<file path="src/rtl/tomasulo_pkg.sv">
// Shared definitions for the Tomasulo core reservation stations.
// Contents: default widths, opcode constants, the reservation-station
// entry state type and the "value present" tag.
package tomasulo_pkg;

    localparam int unsigned RS_TAG_W  = 4;
    localparam int unsigned RS_DATA_W = 16;
    localparam int unsigned RS_OP_W   = 3;

    localparam logic [2:0] OP_ADD = 3'b001;
    localparam logic [2:0] OP_SUB = 3'b010;

    // Tag value meaning "operand value already present"
    localparam int unsigned TAG_NONE = 0;

    typedef enum logic [1:0] {
        RS_FREE  = 2'd0,
        RS_WAIT  = 2'd1,
        RS_READY = 2'd2,
        RS_EXEC  = 2'd3
    } rs_state_t;

endpackage

</file>
<file path="src/rtl/rs_entry.sv">
// One reservation-station entry: holds opcode, operand values and producer
// tags, captures operands from the issue port (with CDB bypass) or by
// snooping the CDB, and frees itself when its own tag is broadcast.
// Ports:
//   CLK, CLR                 clock, synchronous active-high reset
//   alloc                    write issue data into this (FREE) entry
//   issue_op/vj/qj/vk/qk     issue payload
//   cdb_valid/tag/data       common data bus
//   grant                    dispatch handshake selected this entry
//   own_tag                  tag this entry owns (nonzero)
//   state, op, vj, vk        registered entry contents
module rs_entry
    import tomasulo_pkg::*;
#(
    parameter int unsigned DATA_W = RS_DATA_W,
    parameter int unsigned TAG_W  = RS_TAG_W,
    parameter int unsigned OP_W   = RS_OP_W
) (
    input  logic              CLK,
    input  logic              CLR,
    input  logic              alloc,
    input  logic [OP_W-1:0]   issue_op,
    input  logic [DATA_W-1:0] issue_vj,
    input  logic [TAG_W-1:0]  issue_qj,
    input  logic [DATA_W-1:0] issue_vk,
    input  logic [TAG_W-1:0]  issue_qk,
    input  logic              cdb_valid,
    input  logic [TAG_W-1:0]  cdb_tag,
    input  logic [DATA_W-1:0] cdb_data,
    input  logic              grant,
    input  logic [TAG_W-1:0]  own_tag,
    output rs_state_t         state,
    output logic [OP_W-1:0]   op,
    output logic [DATA_W-1:0] vj,
    output logic [DATA_W-1:0] vk
);

    logic [TAG_W-1:0] qj, qk;
    logic             cdb_live;
    logic             byp_j, byp_k, snp_j, snp_k, own_hit;

    always_comb begin
        cdb_live = cdb_valid && (cdb_tag != TAG_W'(TAG_NONE));
        byp_j    = cdb_live && (issue_qj == cdb_tag);
        byp_k    = cdb_live && (issue_qk == cdb_tag);
        snp_j    = cdb_live && (qj == cdb_tag);
        snp_k    = cdb_live && (qk == cdb_tag);
        own_hit  = cdb_live && (own_tag == cdb_tag);
    end

    always_ff @(posedge CLK) begin
        if (CLR) begin
            state <= RS_FREE;
            op    <= '0;
            vj    <= '0;
            vk    <= '0;
            qj    <= '0;
            qk    <= '0;
        end else begin
            case (state)
                RS_FREE: begin
                    if (alloc) begin
                        op <= issue_op;
                        vj <= byp_j ? cdb_data : issue_vj;
                        qj <= byp_j ? '0 : issue_qj;
                        vk <= byp_k ? cdb_data : issue_vk;
                        qk <= byp_k ? '0 : issue_qk;
                        state <= ((byp_j || issue_qj == '0) && (byp_k || issue_qk == '0))
                                 ? RS_READY : RS_WAIT;
                    end
                end
                RS_WAIT: begin
                    if (snp_j) begin
                        vj <= cdb_data;
                        qj <= '0;
                    end
                    if (snp_k) begin
                        vk <= cdb_data;
                        qk <= '0;
                    end
                    if ((snp_j || qj == '0) && (snp_k || qk == '0))
                        state <= RS_READY;
                end
                RS_READY: begin
                    if (grant)
                        state <= RS_EXEC;
                end
                RS_EXEC: begin
                    if (own_hit)
                        state <= RS_FREE;
                end
                default: state <= RS_FREE;
            endcase
        end
    end

endmodule

</file>
<file path="src/rtl/rs_bank.sv">
// Multi-entry reservation station: issues into the lowest free entry,
// snoops the CDB for missing operands, dispatches one ready op to a
// functional unit and frees each entry when its own tag is broadcast.
// Configuration macro: RS_OLDEST_FIRST_EN -- dispatch the oldest ready
// entry (per-entry age counters) instead of the lowest-index ready entry.
// Ports:
//   CLK, CLR                          clock, synchronous active-high reset
//   issue_valid/op/vj/qj/vk/qk        issue request and payload
//   issue_tag                         tag the next accepted op will own
//   full, count                       occupancy (registered state)
//   cdb_valid/tag/data                common data bus
//   disp_valid/ready/op/vj/vk/tag     dispatch handshake to the FU
module rs_bank
    import tomasulo_pkg::*;
#(
    parameter int unsigned N_ENTRIES = 3,
    parameter int unsigned DATA_W    = RS_DATA_W,
    parameter int unsigned TAG_W     = RS_TAG_W,
    parameter int unsigned OP_W      = RS_OP_W,
    parameter int unsigned BASE_TAG  = 1
) (
    input  logic              CLK,
    input  logic              CLR,
    input  logic              issue_valid,
    input  logic [OP_W-1:0]   issue_op,
    input  logic [DATA_W-1:0] issue_vj,
    input  logic [TAG_W-1:0]  issue_qj,
    input  logic [DATA_W-1:0] issue_vk,
    input  logic [TAG_W-1:0]  issue_qk,
    output logic [TAG_W-1:0]  issue_tag,
    output logic              full,
    output logic [3:0]        count,
    input  logic              cdb_valid,
    input  logic [TAG_W-1:0]  cdb_tag,
    input  logic [DATA_W-1:0] cdb_data,
    output logic              disp_valid,
    input  logic              disp_ready,
    output logic [OP_W-1:0]   disp_op,
    output logic [DATA_W-1:0] disp_vj,
    output logic [DATA_W-1:0] disp_vk,
    output logic [TAG_W-1:0]  disp_tag
);

    localparam int unsigned IDX_W = (N_ENTRIES > 1) ? $clog2(N_ENTRIES) : 1;

    rs_state_t         st     [N_ENTRIES];
    logic [OP_W-1:0]   e_op   [N_ENTRIES];
    logic [DATA_W-1:0] e_vj   [N_ENTRIES];
    logic [DATA_W-1:0] e_vk   [N_ENTRIES];
    logic [TAG_W-1:0]  own_tag[N_ENTRIES];
    logic [N_ENTRIES-1:0] alloc, grant;

    logic             free_found, sel_found;
    logic [IDX_W-1:0] free_idx, sel_idx;
    logic [3:0]       cnt;

    for (genvar g = 0; g < N_ENTRIES; g++) begin : g_entry
        assign own_tag[g] = TAG_W'(BASE_TAG + g);

        rs_entry #(
            .DATA_W(DATA_W),
            .TAG_W (TAG_W),
            .OP_W  (OP_W)
        ) u_entry (
            .CLK      (CLK),
            .CLR      (CLR),
            .alloc    (alloc[g]),
            .issue_op (issue_op),
            .issue_vj (issue_vj),
            .issue_qj (issue_qj),
            .issue_vk (issue_vk),
            .issue_qk (issue_qk),
            .cdb_valid(cdb_valid),
            .cdb_tag  (cdb_tag),
            .cdb_data (cdb_data),
            .grant    (grant[g]),
            .own_tag  (own_tag[g]),
            .state    (st[g]),
            .op       (e_op[g]),
            .vj       (e_vj[g]),
            .vk       (e_vk[g])
        );
    end

    // Lowest free slot and occupancy, both from registered state so a slot
    // freed this cycle becomes visible next cycle.
    always_comb begin
        free_found = 1'b0;
        free_idx   = '0;
        cnt        = '0;
        for (int unsigned i = 0; i < N_ENTRIES; i++) begin
            if (st[i] == RS_FREE) begin
                if (!free_found) begin
                    free_found = 1'b1;
                    free_idx   = IDX_W'(i);
                end
            end else begin
                cnt = cnt + 4'd1;
            end
        end
    end

    assign count     = cnt;
    assign full      = !free_found;
    assign issue_tag = TAG_W'(BASE_TAG) + TAG_W'(free_idx);

`ifdef RS_OLDEST_FIRST_EN
    localparam int unsigned AGE_W = $clog2(N_ENTRIES) + 1;

    // age = number of older live entries; 0 is the oldest.
    logic [AGE_W-1:0] age [N_ENTRIES];
    logic             free_any;
    logic [AGE_W-1:0] free_age;
    logic [AGE_W-1:0] sel_age;

    always_comb begin
        free_any = 1'b0;
        free_age = '0;
        for (int unsigned i = 0; i < N_ENTRIES; i++) begin
            if (st[i] == RS_EXEC && cdb_valid && cdb_tag != TAG_W'(TAG_NONE)
                && cdb_tag == own_tag[i]) begin
                free_any = 1'b1;
                free_age = age[i];
            end
        end
    end

    // A new entry is older than nobody: its age is the live count after
    // this cycle's free, which can only be a different slot.
    always_ff @(posedge CLK) begin
        if (CLR) begin
            for (int unsigned i = 0; i < N_ENTRIES; i++)
                age[i] <= '0;
        end else begin
            for (int unsigned i = 0; i < N_ENTRIES; i++) begin
                if (alloc[i])
                    age[i] <= AGE_W'(cnt) - AGE_W'(free_any);
                else if (free_any && st[i] != RS_FREE && age[i] > free_age)
                    age[i] <= age[i] - 1'b1;
            end
        end
    end

    always_comb begin
        sel_found = 1'b0;
        sel_idx   = '0;
        sel_age   = '0;
        for (int unsigned i = 0; i < N_ENTRIES; i++) begin
            if (st[i] == RS_READY && (!sel_found || age[i] < sel_age)) begin
                sel_found = 1'b1;
                sel_idx   = IDX_W'(i);
                sel_age   = age[i];
            end
        end
    end
`else
    always_comb begin
        sel_found = 1'b0;
        sel_idx   = '0;
        for (int unsigned i = 0; i < N_ENTRIES; i++) begin
            if (st[i] == RS_READY && !sel_found) begin
                sel_found = 1'b1;
                sel_idx   = IDX_W'(i);
            end
        end
    end
`endif

    always_comb begin
        alloc = '0;
        grant = '0;
        if (issue_valid && free_found)
            alloc[free_idx] = 1'b1;
        if (sel_found && disp_ready)
            grant[sel_idx] = 1'b1;
    end

    assign disp_valid = sel_found;
    assign disp_op    = sel_found ? e_op[sel_idx] : '0;
    assign disp_vj    = sel_found ? e_vj[sel_idx] : '0;
    assign disp_vk    = sel_found ? e_vk[sel_idx] : '0;
    assign disp_tag   = sel_found ? own_tag[sel_idx] : '0;

endmodule

</file>
<file path="config.mk">
export PLATFORM = sky130hd
export DESIGN_NAME = rs_bank
export DESIGN_NICKNAME = d
export VERILOG_FILES = /design/src/rtl/tomasulo_pkg.sv /design/src/rtl/rs_entry.sv /design/src/rtl/rs_bank.sv
export SDC_FILE = /design/constraint.sdc
export NUM_CORES = 1
export LEC_CHECK = 0
export ABC_AREA = 0
export CAP_MARGIN = 10
export CORE_MARGIN = 5
export CORE_UTILIZATION = 40
export CTS_BUF_LIST = sky130_fd_sc_hd__clkbuf_2 sky130_fd_sc_hd__clkbuf_4 sky130_fd_sc_hd__clkbuf_8
export CTS_CLUSTER_DIAMETER = 150
export CTS_CLUSTER_SIZE = 10
export DETAILED_ROUTE_END_ITERATION = 10
export PLACE_DENSITY = 0.6
export SYNTH_ARGS = -nofsm -noshare
export SYNTH_HDL_FRONTEND = slang
export SYNTH_HIERARCHICAL = 1
export SYNTH_SLANG_ARGS = --single-unit
</file>
<file path="constraint.sdc">
create_clock -name CLK -period 3.2 [get_ports CLK]
set_input_delay 0.64 -clock CLK [delete_from_list [all_inputs] [get_ports CLK]]
set_output_delay 0.64 -clock CLK [all_outputs]
set_load 0.005 [all_outputs]
</file>
**Word-level counts from Yosys, hierarchy flattened**

Cells that the tools add are included.

- Register bits: 135
- Input port bits: 68
- Logic and storage cells: 218

- $add $sub $neg: 3
- Magnitude comparators: 5
- Equal/unequal tests: 38
- Multiplexer cells: 93
- Bitwise gates (word level): 1
- Reduce and logical (&&, ||, !) cells: 60

Operator list:

| kind | count |
|---|---|
| $mux 16 | 20 |
| $pmux 16 s2 | 6 |
| $mux 4 | 19 |
| $bmux 16 s2 | 2 |
| $pmux 4 s2 | 6 |
| $eq 4x4->1 | 8 |
| $logic_not 4->1 | 8 |
| $mux 2 | 16 |
| $ne 2x1->1 const B | 12 |
| $pmux 2 s4 | 3 |
| $logic_and 1x1->1 | 22 |
| $reduce_and 3->1 | 6 |
| $mux 3 | 5 |
| $eq 2x2->1 const B | 6 |
| $mux 1 | 12 |
| $ne 2x2->1 const B | 6 |
| $reduce_and 4->1 | 3 |
| $add 4x1->4 const B | 2 |
| $bmux 4 s2 | 1 |
| $eq 2x4->1 const A | 2 |
| $logic_or 1x1->1 | 8 |
| $bmux 3 s2 | 1 |
| $eq 2x1->1 const B | 3 |
| $logic_not 2->1 | 3 |
| other kinds (11) | 20 |

**Logic depth before layout (Yosys ltp)**

Gate-level depths: netlist of the first run.

- Word-level depth: 15
- Depth in mapped cells: 11
- Depth with buffers taken out: 10

**By module**

Netlist of the first run, hierarchy kept.

By module, submodules not included:

| module | times used | cells each | area each (µm²) | sequential area each (µm²) |
|---|---|---|---|---|
| rs_entry | 3 | 269 | 2466.1 | 900.9 |
| rs_bank | 1 | 202 | 1056.0 | 0.0 |

**Least setup slack after synthesis of the first run**

Ideal clock, no wire load.

- Path kind: register to register
- From: register g_entry[0].u_entry.state[0]
- To: register g_entry[0].u_entry.vj[0]
- Arrival: 2792 ps
- Required time: 3061 ps
- Setup slack: 269 ps
- Stages on the path, launching flop included: 11
- Path buffers: 2
- Period minus slack after synthesis: 2931 ps
- Cell sequence: dfxtp_1 or2_2 ha_1 nor2b_1 nor4b_1 nor2b_1 or2_2 clkbuf_1 nor2_2 clkbuf_1 a211oi_1

- Longest elaborated chain between the ends: 13
- Elaborated cells on any way between the ends: 21

RTL lines:

| element | line | text |
|---|---|---|
| start: declaration | rs_entry.sv:32 | `output rs_state_t state,` |
| start signal: assignment | rs_entry.sv:68 | `state <= ((byp_j \|\| issue_qj == '0) && (byp_k \|\| issue_qk == '0))` |
| $logic_not 2->1 (*) | rs_bank.sv:92 | `if (st[i] == RS_FREE) begin` |
| $mux 1 (*) | rs_bank.sv:92 |  |
| $mux 1 | rs_bank.sv:93 | `if (!free_found) begin` |
| $mux 1 | rs_bank.sv:92 |  |
| $mux 2 | rs_bank.sv:93 |  |
| $mux 2 | rs_bank.sv:92 |  |
| $lt 2x3->1 (implied by the code) or $ge 2x1->1 (tied branches) | rs_bank.sv:173 | `alloc[free_idx] = 1'b1;` |
| $logic_and 1x1->1 (implied by the code) | rs_bank.sv:173 |  |
| $mux 1 (implied by the code) | rs_bank.sv:173 |  |
| $demux 1 s2 | rs_bank.sv:173 |  |
| $mux 3 (*) | rs_bank.sv:172 | `if (issue_valid && free_found)` |
| via alloc[0] | rs_bank.sv:51 | `logic [N_ENTRIES-1:0] alloc, grant;` |
| $ne 2x2->1 (no line) (*) | - |  |
| $reduce_and 3->1 (no line) (*) | - |  |
| end signal: assignment | rs_entry.sv:64 | `vj <= byp_j ? cdb_data : issue_vj;` |
| end signal: assignment | rs_entry.sv:74 | `vj <= cdb_data;` |
| end: declaration | rs_entry.sv:34 | `output logic [DATA_W-1:0] vj,` |

Mark *: on every way through the listed nets, which the timed path passes. The rest lies on a longest branch.
A chain may end at the register's enable or synchronous reset.

**Final worst setup path of the first run**

- From: register g_entry[1].u_entry.state[1]
- To: output port disp_vj[15]

- Longest elaborated chain between the ends: 11
- Elaborated cells on any way between the ends: 13

RTL lines:

| element | line | text |
|---|---|---|
| start: declaration | rs_entry.sv:32 |  |
| start signal: assignment | rs_entry.sv:68 |  |
| $eq 2x2->1 (*) | rs_bank.sv:161 | `if (st[i] == RS_READY && !sel_found) begin` |
| $logic_and 1x1->1 (*) | rs_bank.sv:161 |  |
| $mux 1 | rs_bank.sv:161 |  |
| $logic_not 1->1 | rs_bank.sv:161 |  |
| $logic_and 1x1->1 | rs_bank.sv:161 |  |
| $mux 2 | rs_bank.sv:161 |  |
| $not 2->3 (implied by the code) | rs_bank.sv:180 | `assign disp_vj = sel_found ? e_vj[sel_idx] : '0;` |
| $bmux 16 s2 | rs_bank.sv:180 |  |
| $mux 16 (implied by the code) (2 in series) | rs_bank.sv:180 |  |
| $mux 16 (*) | rs_bank.sv:180 |  |
| end: declaration | rs_bank.sv:39 | `output logic [DATA_W-1:0] disp_vj,` |

Mark *: on every way between the ends. The rest lies on a longest branch, timed or not. The select of a mux whose other input is x is not followed.

==> impl_results.md, run 1 <==
* Status: finished, final reports clean
* # H-tree levels at 4
* Required time worst endpoint at 2560 ps
* Sequential cell area fraction in the yosys report at 0.320
* Worst hold path type: flip-flop to flip-flop
* I/O Pins at 117
* Worst IR drop on VDD at 0.356 mV
* Fmax at 337 MHz
* Synth-to-Final Area Change at 22.6%
* Worst Skew at 11.2 ps
* # Max-Cap Violations at 0
* Wirelength, routed at 28200 um
* Fraction of layout cells with a size suffix above 1 at 0.103
* DRT Pass-1 Iters at 5
* Number of synthesized register bits at 135
* Vias in the first global route at 7742
* Multi-input logic area at 0.00523 mm^2
* Die Wd at 155 um
* Cell count after synthesis at 1009
* DP Worst Slack at 252 ps
* HPWL Detailed at 17900 um
* IO buf count at 112
* Avg WL per Cell at 20.4 um
* Min Clock Period, post-route at 2970 ps
* First-pass GRT wire length at 44000 um
* Post-synth EDFFs at 0
* First DRT Iteration DRCs at 588
* Slew margin rel. at 0.550
* Syn avg cell area at 8.38 um^2
* Pleak at 4.13 nW
* Crit-path max FO at 36
* Starting Density at 0.405
* Synth Warn # at 6
* Core area at 0.0209 mm^2
* RSZ-0062 raised after global routing: no
* Final hold violations at 0
* Setup TNS at 0 ps
* Synth cell types at 42
* Gp weighted congestion at 0.805
* Pin count of the biggest net entering global routing at 54
* Die H at 155 um
* Sequential cell area at 0.00270 mm^2
* Most used flip-flop cell after synthesis: dfxtp_1
* CP arrival at 2330 ps
* Max-slew violations at 0
* Pwr dens at 884 mW/mm^2
* Via-to-Cell Ratio at 5.83
* CTS Sinks at 135
* Num CTS Buffers at 17
* # diodes at 0
* Worst slew pin tran at 675 ps
* Post-synth ARST share at 0
* Finish-stage setup viols at 0
* FP Rows at 53
* Worst skew pair latency at 450 ps
* Max Buffers Root-to-Sink at 2
* Post-DRT Antenna Nets at 0
* Crit path kind: flip-flop to output port
* Initial antenna violation count at 0
* FILL cells at 2069
* Cells on Worst Hold Path at 2
* Die area at 0.0241 mm^2
* Reg clk slew, reported paths at 80 ps
* Crit start category: flip-flop
* CTS tree: yes
* Final total power at 0.00916 W
* R2R depth at 11
* Final worst-path cycle share at 0.927
* Total GRT Usage at 0.230
* Fin nets at 1184
* Grt ovf at 0
* Cell Area, Synth at 0.00845 mm^2
* Root Driver: clkbuf_8
* CP Capture Type: output port
* PnR worst setup slack at 234 ps
* Drt drc at 0
* Via count at 8070
-- report_power, final --
| group | internal [W] | switching (W) |
|---|---|---|
| clock | 0.000720 | 0.000737 |
| sequential | 0.00230 | 0.000362 |
| combinational | 0.00219 | 0.00285 |
| total | 0.00521 | 0.00395 |
-- path summary, 6_finish.rpt --
check	startpoint	endpoint	slack [ps]
max	g_entry[1].u_entry/state[1]	disp_vj[15]	230
min	g_entry[2].u_entry/op[0]	g_entry[2].u_entry/op[0]	460
max reg2reg	g_entry[1].u_entry/state[1]	g_entry[0].u_entry/state[0]	310
min reg2reg	g_entry[2].u_entry/op[0]	g_entry[2].u_entry/op[0]	460
-- metal layers --
layer  vias up  wire length (um)  track usage
met5         -                 0            0
met4         0               350       0.0571
met3        23              1790       0.0470
met2       269             13200        0.374
met1      3897             12900        0.313
li1       3881                 -            -
-- synthesized netlist by cell type (2+ instances only) --
master / instances / area, um^2
nand3_1: 47 / 235
buf_6: 14 / 158
nor4_1: 9 / 56.3
nand2_1: 22 / 82.6
or4_1: 9 / 67.6
or2_2: 4 / 25.0
nor3_2: 3 / 30.0
o21ai_1: 3 / 15.0
a21oi_1: 208 / 1040
and3_1: 3 / 18.8
mux2i_1: 96 / 961
a31o_2: 3 / 26.3
dfxtp_1: 135 / 2700
o211ai_1: 6 / 45.0
o41ai_4: 3 / 82.6
a21oi_2: 3 / 26.3
a31oi_1: 3 / 18.8
nor3_1: 2 / 10.0
o21ai_0: 31 / 155
nand4_1: 30 / 188
nand2b_1: 2 / 12.5
clkbuf_1: 46 / 173
ha_1: 19 / 238
o41a_1: 3 / 33.8
xor2_1: 31 / 272
nor2_1: 59 / 221
nor2_2: 4 / 25.0
or3_1: 6 / 37.5
inv_1: 13 / 48.8
a311oi_1: 6 / 52.6
a211oi_2: 3 / 37.5
nor2b_1: 9 / 56.3
buf_2: 17 / 85.1
xnor2_1: 30 / 263
buf_4: 22 / 165
conb_1: 2 / 7.51
o21a_2: 6 / 52.6
a211oi_1: 93 / 698
-- sequential cells by signal, indices dropped and copies added, names as in the netlist --
register / flops
g_entry.u_entry/vj: 48
g_entry.u_entry/vk: 48
g_entry.u_entry/qj: 12
g_entry.u_entry/qk: 12
g_entry.u_entry/op: 9
g_entry.u_entry/state: 6
-- logic make-up after synthesis --
logic type | Yosys count | synth area share
AOI/OAI and AO/OA | 371 | 0.270
xor gates and xnor gates | 61 | 0.0632
adders and majority gates | 19 | 0.0281
buffers and inverters | 112 | 0.0744
DFF | 135 | 0.320
muxes | 96 | 0.114
other | 2 | 0.000888
and+or+nand+nor | 213 | 0.130
-- cell type report --
class,instances,area share
multi-input combinational,776,0.504
clock buffer,18,0.0239
inverter,13,0.00471
tap,275,0.0332
sequential,135,0.261
timing repair buffer,154,0.159
clock inverter,14,0.0142
-- critical path: stages (launching register included) --
cell and delay [ps]:
dfxtp_1 470, nor2b_4 220, buf_12 250, a21oi_1 100, a21oi_1 270, clkdlybuf4s50_1 560
-- cells in the final DEF, fill, tap and decap left out, drive strengths merged, types with 4 or more instances in the layout --
cell type,n
conb,16
nor3,5
nor4,9
xor2,31
xnor2,30
nor2,63
or4,9
nand2,22
a311oi,6
or2,4
clkinv,7
o21a,6
o21ai,34
clkbuf,18
or3,6
nor2b,10
nand4,30
inv,17
buf,43
a21oi,211
a211oi,96
dfxtp,135
ha,19
mux2i,96
clkdlybuf4s50,111
o211ai,6
nand3,47
-- repair_timing --
| item | CTS | global route |
|---|---|---|
| resized for setup | 0 | 1 |
| hold buffers | 0 | 0 |
| buffers inserted | 0 | 0 |
| setup endpoints to repair | 0 | 2 |
-- per-stage QoR --
| step | util | hold WS, ps | cell area (um^2) | cells |
|---|---|---|---|---|
| final | 0.496 | 455 | 10400 | 1385 |
| after global routing | 0.496 | 485 | 10400 | 1385 |
| after CTS | 0.496 | 460 | 10400 | 1385 |
| after detailed placement | 0.477 | 448 | 9970 | 1353 |
| after global placement | 0.477 | 444 | 9970 | 1353 |
| after floorplan | - | 437 | 8510 | 1023 |
Note: power is estimated with default switching activity, not from simulation.
==> run 2: changes to the inputs <==
- ABC_AREA: 0 -> not set
- clock period: 3.2 -> 3.1 ns (I/O delays scaled with it)
==> impl_results.md, run 2 (same netlist as run 1, synthesis figures left out) <==
* Gp weighted congestion at 0.820 (+1.8%)
* CTS tree: yes
* Num CTS Buffers at 17 (unchanged)
* Post-DRT Antenna Nets at 0 (unchanged)
* DRT Pass-1 Iters at 5 (unchanged)
* Global-route met1 utilization at 0.318 (+0.00457)
* Die Wd at 155 um (unchanged)
* HPWL Detailed at 18300 um (+1.9%)
* Commonest non-fill, non-tap cell in the layout: a21oi_1
* Max-slew violations at 0 (unchanged)
* R2R depth at 11 (unchanged)
* Avg WL per Cell at 20.4 um (+0.12%)
* Fraction of layout cells with a size suffix above 1 at 0.108 (+0.00511)
* Worst Skew at 10.1 ps (-1.04 ps)
* Met2 Usage GRT at 0.371 (-0.00268)
* Status: finished, final reports clean
* CP Capture Type: output port
* Wirelength, routed at 28300 um (+0.34%)
* Via-to-Cell Ratio at 5.81 (-0.32%)
* Final total power at 0.00933 W (+1.8%)
* Hold wc startpoint: g_entry[0].u_entry/op[2]
* First-pass GRT wire length at 44000 um (unchanged)
* Vias in the first global route at 7772 (+0.39%)
* Cells on Worst Hold Path at 2 (unchanged)
* Final worst-path cycle share at 0.940
* Critical-path cell list: nor2b_4 -> buf_12 -> nand3_1 -> a21oi_1 -> clkdlybuf4s50_1
* Core area at 0.0209 mm^2 (unchanged)
* Min Clock Period, post-route at 2910 ps
* CP arrival at 2290 ps (-40 ps)
* Max Buffers Root-to-Sink at 2 (unchanged)
* First DRT Iteration DRCs at 707 (+20%)
* Worst skew pair latency at 450 ps (about the same)
* Required time worst endpoint at 2480 ps (-80 ps)
* # H-tree levels at 4 (unchanged)
* Starting Density at 0.405 (unchanged)
* # diodes at 0 (unchanged)
* CP peak stage delay at 560 ps (about the same)
* Crit path kind: flip-flop to output port
* Drt drc at 0 (unchanged)
* DP Worst Slack at 169 ps (-82.5 ps)
* Worst IR drop on VDD at 0.377 mV (+6.0%)
* Crit-path max FO at 30 (-17%)
* Dpl cells at 1358 (+0.37%)
* Top flop regs: g_entry.u_entry/vj x48, g_entry.u_entry/vk x48
* CTS Sinks at 135 (unchanged)
* I/O Pins at 117 (unchanged)
* Synth-to-Final Area Change at 22.4%
* Setup TNS at 0 ps (unchanged)
* PnR worst setup slack at 186 ps (-47.9 ps)
* Finish-stage setup viols at 0 (unchanged)
* Reg-to-Reg Start: g_entry[1].u_entry/state[1]
* Hold endpoint: g_entry[0].u_entry/op[2]
* Via count at 8062 (-0.099%)
* Die H at 155 um (unchanged)
* RSZ-0062 raised after global routing: no
* Most frequent cells in the layout: a21oi_1, dfxtp_1, clkdlybuf4s50_1
* Fmax at 343 MHz
* Initial antenna violation count at 0 (unchanged)
* Total GRT Usage at 0.230 (-0.000578)
* Worst slew pin tran at 784 ps (+109 ps)
* Reg2reg setup slack at 340 ps (+30 ps)
* Slew margin rel. at 0.477 (-0.0727)
* Grt ovf at 0 (unchanged)
* # Max-Cap Violations at 0 (unchanged)
* GRT Max-Usage Layer: met2
* Fin nets at 1189 (+0.42%)
* Final core occ at 0.495 (-0.000838)
* Final hold violations at 0 (unchanged)
* CP startpoint: g_entry[2].u_entry/state[1]
* Non-filler cells, final at 1388 (+0.22%)
* Worst hold path type: flip-flop to flip-flop
* Pleak at 4.12 nW (-0.33%)
* IO buf count at 112 (unchanged)
* Pin count of the biggest net entering global routing at 64 (+19%)
* Met3 GRT Util at 0.0439 (-0.00306)
* Die area at 0.0241 mm^2 (unchanged)
* FP Rows at 53 (unchanged)
* Crit Reg-Reg Endpoint: g_entry[0].u_entry/state[0]
* Crit start category: flip-flop
* Pwr dens at 901 mW/mm^2 (+2.0%)
* Cell at the slowest stage of the critical path: clkdlybuf4s50_1
* Root Driver: clkbuf_8
* Setup bufs post-CTS at 0 (unchanged)
* Reg clk slew, reported paths at 70 ps (about the same)
-- run 2: changes by cell type in the layout (fill, tap and decap cells not counted), sizes merged --
cell      before  now
clkinvlp       1    3
inv           17   14
buf           43   48
bufinv         2    0
clkbuf        18   19
-- run 2: through the flow --
stage / area (um^2) / hold WS (ps)
finish: 10300 / 459
global route: 10300 / 478
CTS: 10300 / 459
detailed placement: 10000 / 448
global placement: 10000 / 444
floorplan: 8510 / 437
-- run 2: worst max path at each step --
stage | depth (start not counted) | end | slack (ps)
final | 5 | disp_vj[14] | 190
after global routing | 5 | disp_vj[15] | 80
after CTS | 5 | disp_vj[14] | 110
after detailed placement | 9 | g_entry[0].u_entry/state[0] | 170
after global placement | 9 | g_entry[0].u_entry/state[0] | 180
after floorplan | 10 | g_entry[0].u_entry/vj[0] | 170
-- run 2: layout make-up --
type / instances / area (um^2)
Sequential cell: 135 / 2710
Timing Repair Buffer: 159 / 1680
Inverter: 13 / 48.8
Tap cell: 275 / 344
Fill cell: 2101 / 10500
Clock inverter: 11 / 77.6
Clock buffer: 19 / 262
Multi-Input combinational cell: 776 / 5230
-- run 2: routing by layer --
metal / part of all wire / up-vias
li1: - / 3888
met1: 0.45 / 3858
met2: 0.47 / 298
met5: 0 / -
met4: 0.010 / 0
met3: 0.069 / 18
-- run 2: power by group --
| group | switching (W) | leakage (nW) | total [W] | internal [W] |
|---|---|---|---|---|
| clock network | 0.000724 | 0.170 | 0.00131 | 0.000585 |
| logic | 0.00298 | 2.84 | 0.00527 | 0.00230 |
| registers | 0.000364 | 1.11 | 0.00274 | 0.00238 |
-- run 2: critical path, delay by kind of cell (launching register included) --
kind | cells | cell delay, ps
flops | 1 | 450
compound gates | 1 | 260
buf+inv | 2 | 770
simple gates | 2 | 330
-- run 2: repair_timing --
item                                    4_1_cts  5_1_grt
hold buffers                                  0        0
resized for setup                             0        3
endpoints found under the setup margin        0        5
==> run 3: changes to the inputs <==
- CELL_PAD_IN_SITES_DETAIL_PLACEMENT: not set -> 0
- CELL_PAD_IN_SITES_GLOBAL_PLACEMENT: not set -> 1
- CTS_CLUSTER_SIZE: 10 -> 14
- PLACE_DENSITY: 0.6 -> 0.77
==> impl_results.md, run 3 (same netlist as run 1, synthesis figures left out) <==
* Status: finished, final reports clean
* Num CTS Buffers at 17 (unchanged)
* Top flop regs: g_entry.u_entry/vj x48, g_entry.u_entry/vk x48
* Grt ovf at 0 (unchanged)
* CP arrival at 2350 ps (+60 ps)
* Crit start category: flip-flop
* Fmax at 337 MHz (-1.8%)
* CP Capture Type: output port
* Final hold violations at 0 (unchanged)
* Drt drc at 0 (unchanged)
* Worst IR drop on VDD at 0.502 mV (+33%)
* First-pass GRT wire length at 44800 um (+1.9%)
* # H-tree levels at 4 (unchanged)
* Vias in the first global route at 7903 (+1.7%)
* Most frequent cells in the layout: a21oi_1, dfxtp_1, clkdlybuf4s50_1
* Crit-path max FO at 37 (+23%)
* DRT Pass-1 Iters at 5 (unchanged)
* FILL cells at 2097 (-0.19%)
* Worst hold path type: flip-flop to flip-flop
* Fin nets at 1188 (-0.084%)
* CTS Sinks at 135 (unchanged)
* CTS tree: yes
* Post-DRT Antenna Nets at 0 (unchanged)
* Setup bufs post-CTS at 0 (unchanged)
* Min Clock Period, post-route at 2970 ps (+54.9 ps)
* Pin count of the biggest net entering global routing at 64 (unchanged)
* Reg clk slew, reported paths at 90 ps (+20 ps)
* Crit path kind: flip-flop to output port
* Clock network power share at 0.173 (+0.033)
* Avg WL per Cell at 20.6 um (+0.91%)
* Worst slew pin tran at 777 ps (-6.71 ps)
* Via count at 8140 (+0.97%)
* Global-route met1 utilization at 0.316 (-0.00163)
* Core area at 0.0209 mm^2 (unchanged)
* First DRT Iteration DRCs at 582 (-18%)
* Met3 GRT Util at 0.0417 (-0.00223)
* P_int at 0.00560 W (+6.4%)
* I/O Pins at 117 (unchanged)
* Synth-to-Final Area Change at 23.8%
* Reg2reg setup slack at 270 ps (-70 ps)
* Total GRT Usage at 0.233 (+0.00364)
* Initial antenna violation count at 0 (unchanged)
* Commonest non-fill, non-tap cell in the layout: a21oi_1
* PnR worst setup slack at 131 ps (-54.9 ps)
* Max Buffers Root-to-Sink at 2 (unchanged)
* Reg power frac at 0.282 (-0.012)
* # diodes at 0 (unchanged)
* Final worst-path cycle share at 0.958 (+0.0177)
* Fraction of layout cells with a size suffix above 1 at 0.107 (-0.000994)
* Hold_buf cts at 0 (unchanged)
* HPWL Detailed at 18200 um (-0.48%)
* Switching power at 0.00411 W (+1.1%)
* # Max-Cap Violations at 0 (unchanged)
* IO buf count at 112 (unchanged)
* GRT Max-Usage Layer: met2
* Die area at 0.0241 mm^2 (unchanged)
* Starting Density at 0.405 (unchanged)
* Die H at 155 um (unchanged)
* Met2 Usage GRT at 0.382 (+0.0107)
* Max-slew violations at 0 (unchanged)
* Sw frac at 0.423 (-0.0125)
* RSZ-0062 raised after global routing: no
* Wirelength, routed at 28600 um (+0.99%)
* Finish-stage setup viols at 0 (unchanged)
* Root Driver: clkbuf_8
* Post-CTS sizing at 0 (unchanged)
* Die Wd at 155 um (unchanged)
* Required time worst endpoint at 2480 ps (about the same)
* Pleak at 4.17 nW (+1.2%)
* Combinational share of power at 0.545 (-0.020)
* DP Worst Slack at 86.6 ps (-82.5 ps)
* Worst Skew at 15.9 ps (+5.75 ps)
* Pwr dens at 927 mW/mm^2 (+2.9%)
* Setup TNS at 0 ps (unchanged)
* Worst skew pair latency at 450 ps (about the same)
* Gp weighted congestion at 0.804 (-1.9%)
* Via-to-Cell Ratio at 5.86 (+0.89%)
* FP Rows at 53 (unchanged)
* Slew margin rel. at 0.482 (+0.00447)
run 3: cell count changes in the layout (fill, tap and decap cells not counted), sizes merged:
cell / delta
clkinv: -3
bufinv: +4
buf: -1
inv: +1
run 3: worst max-delay path, stage by stage, from the launching register on:
cell	delay, ps
dfxtp_1	460
nor2b_2	230
buf_12	240
nand3_1	110
a21oi_1	260
clkdlybuf4s50_1	560
run 3: final timing paths:
| kind | end | startpoint | cells past startpoint |
|---|---|---|---|
| max | disp_vj[14] | g_entry[2].u_entry/state[1] | 5 |
| min | g_entry[0].u_entry/op[0] | g_entry[0].u_entry/op[0] | 2 |
| max reg2reg | g_entry[0].u_entry/state[0] | g_entry[0].u_entry/state[0] | 9 |
| min reg2reg | g_entry[0].u_entry/op[0] | g_entry[0].u_entry/op[0] | 2 |
run 3: through the flow:
step                instances  hold slack, ps  total power, W  instance area (um^2)   util
finish                   1389             459         0.00970                 10500  0.501
global route             1389             483          0.0104                 10500  0.501
CTS                      1389             462         0.00971                 10500  0.500
detailed placement       1357             450         0.00801                 10000  0.479
global placement         1357             446         0.00796                 10000  0.479
floorplan                1023             437         0.00602                  8510      -
run 3: layout make-up:
cell class              count  area [um^2]  area share
clock inverters            13          194      0.0185
multi-input cells         776         5220       0.499
clock buffers              19          262      0.0250
flip-flops and latches    135         2700       0.258
inverters                  13         48.8     0.00466
repair buffers            158         1690       0.161
well taps                 275          344      0.0329
run 3: routing by layer:
| layer | part of all wire | vias to the layer above | routed length [um] |
|---|---|---|---|
| li1 | - | 3890 | - |
| met1 | 0.44 | 3913 | 12700 |
| met2 | 0.47 | 304 | 13400 |
| met3 | 0.071 | 33 | 2030 |
| met4 | 0.018 | 0 | 518 |
| met5 | 0 | - | 0 |
run 3: power groups by stage:
stage               logic (W)  registers, W  clock network [W]
finish                0.00529       0.00274            0.00168
global route          0.00574       0.00282            0.00180
CTS                   0.00526       0.00274            0.00172
detailed placement    0.00524       0.00277                  0
global placement      0.00521       0.00275                  0
floorplan             0.00333       0.00269                  0
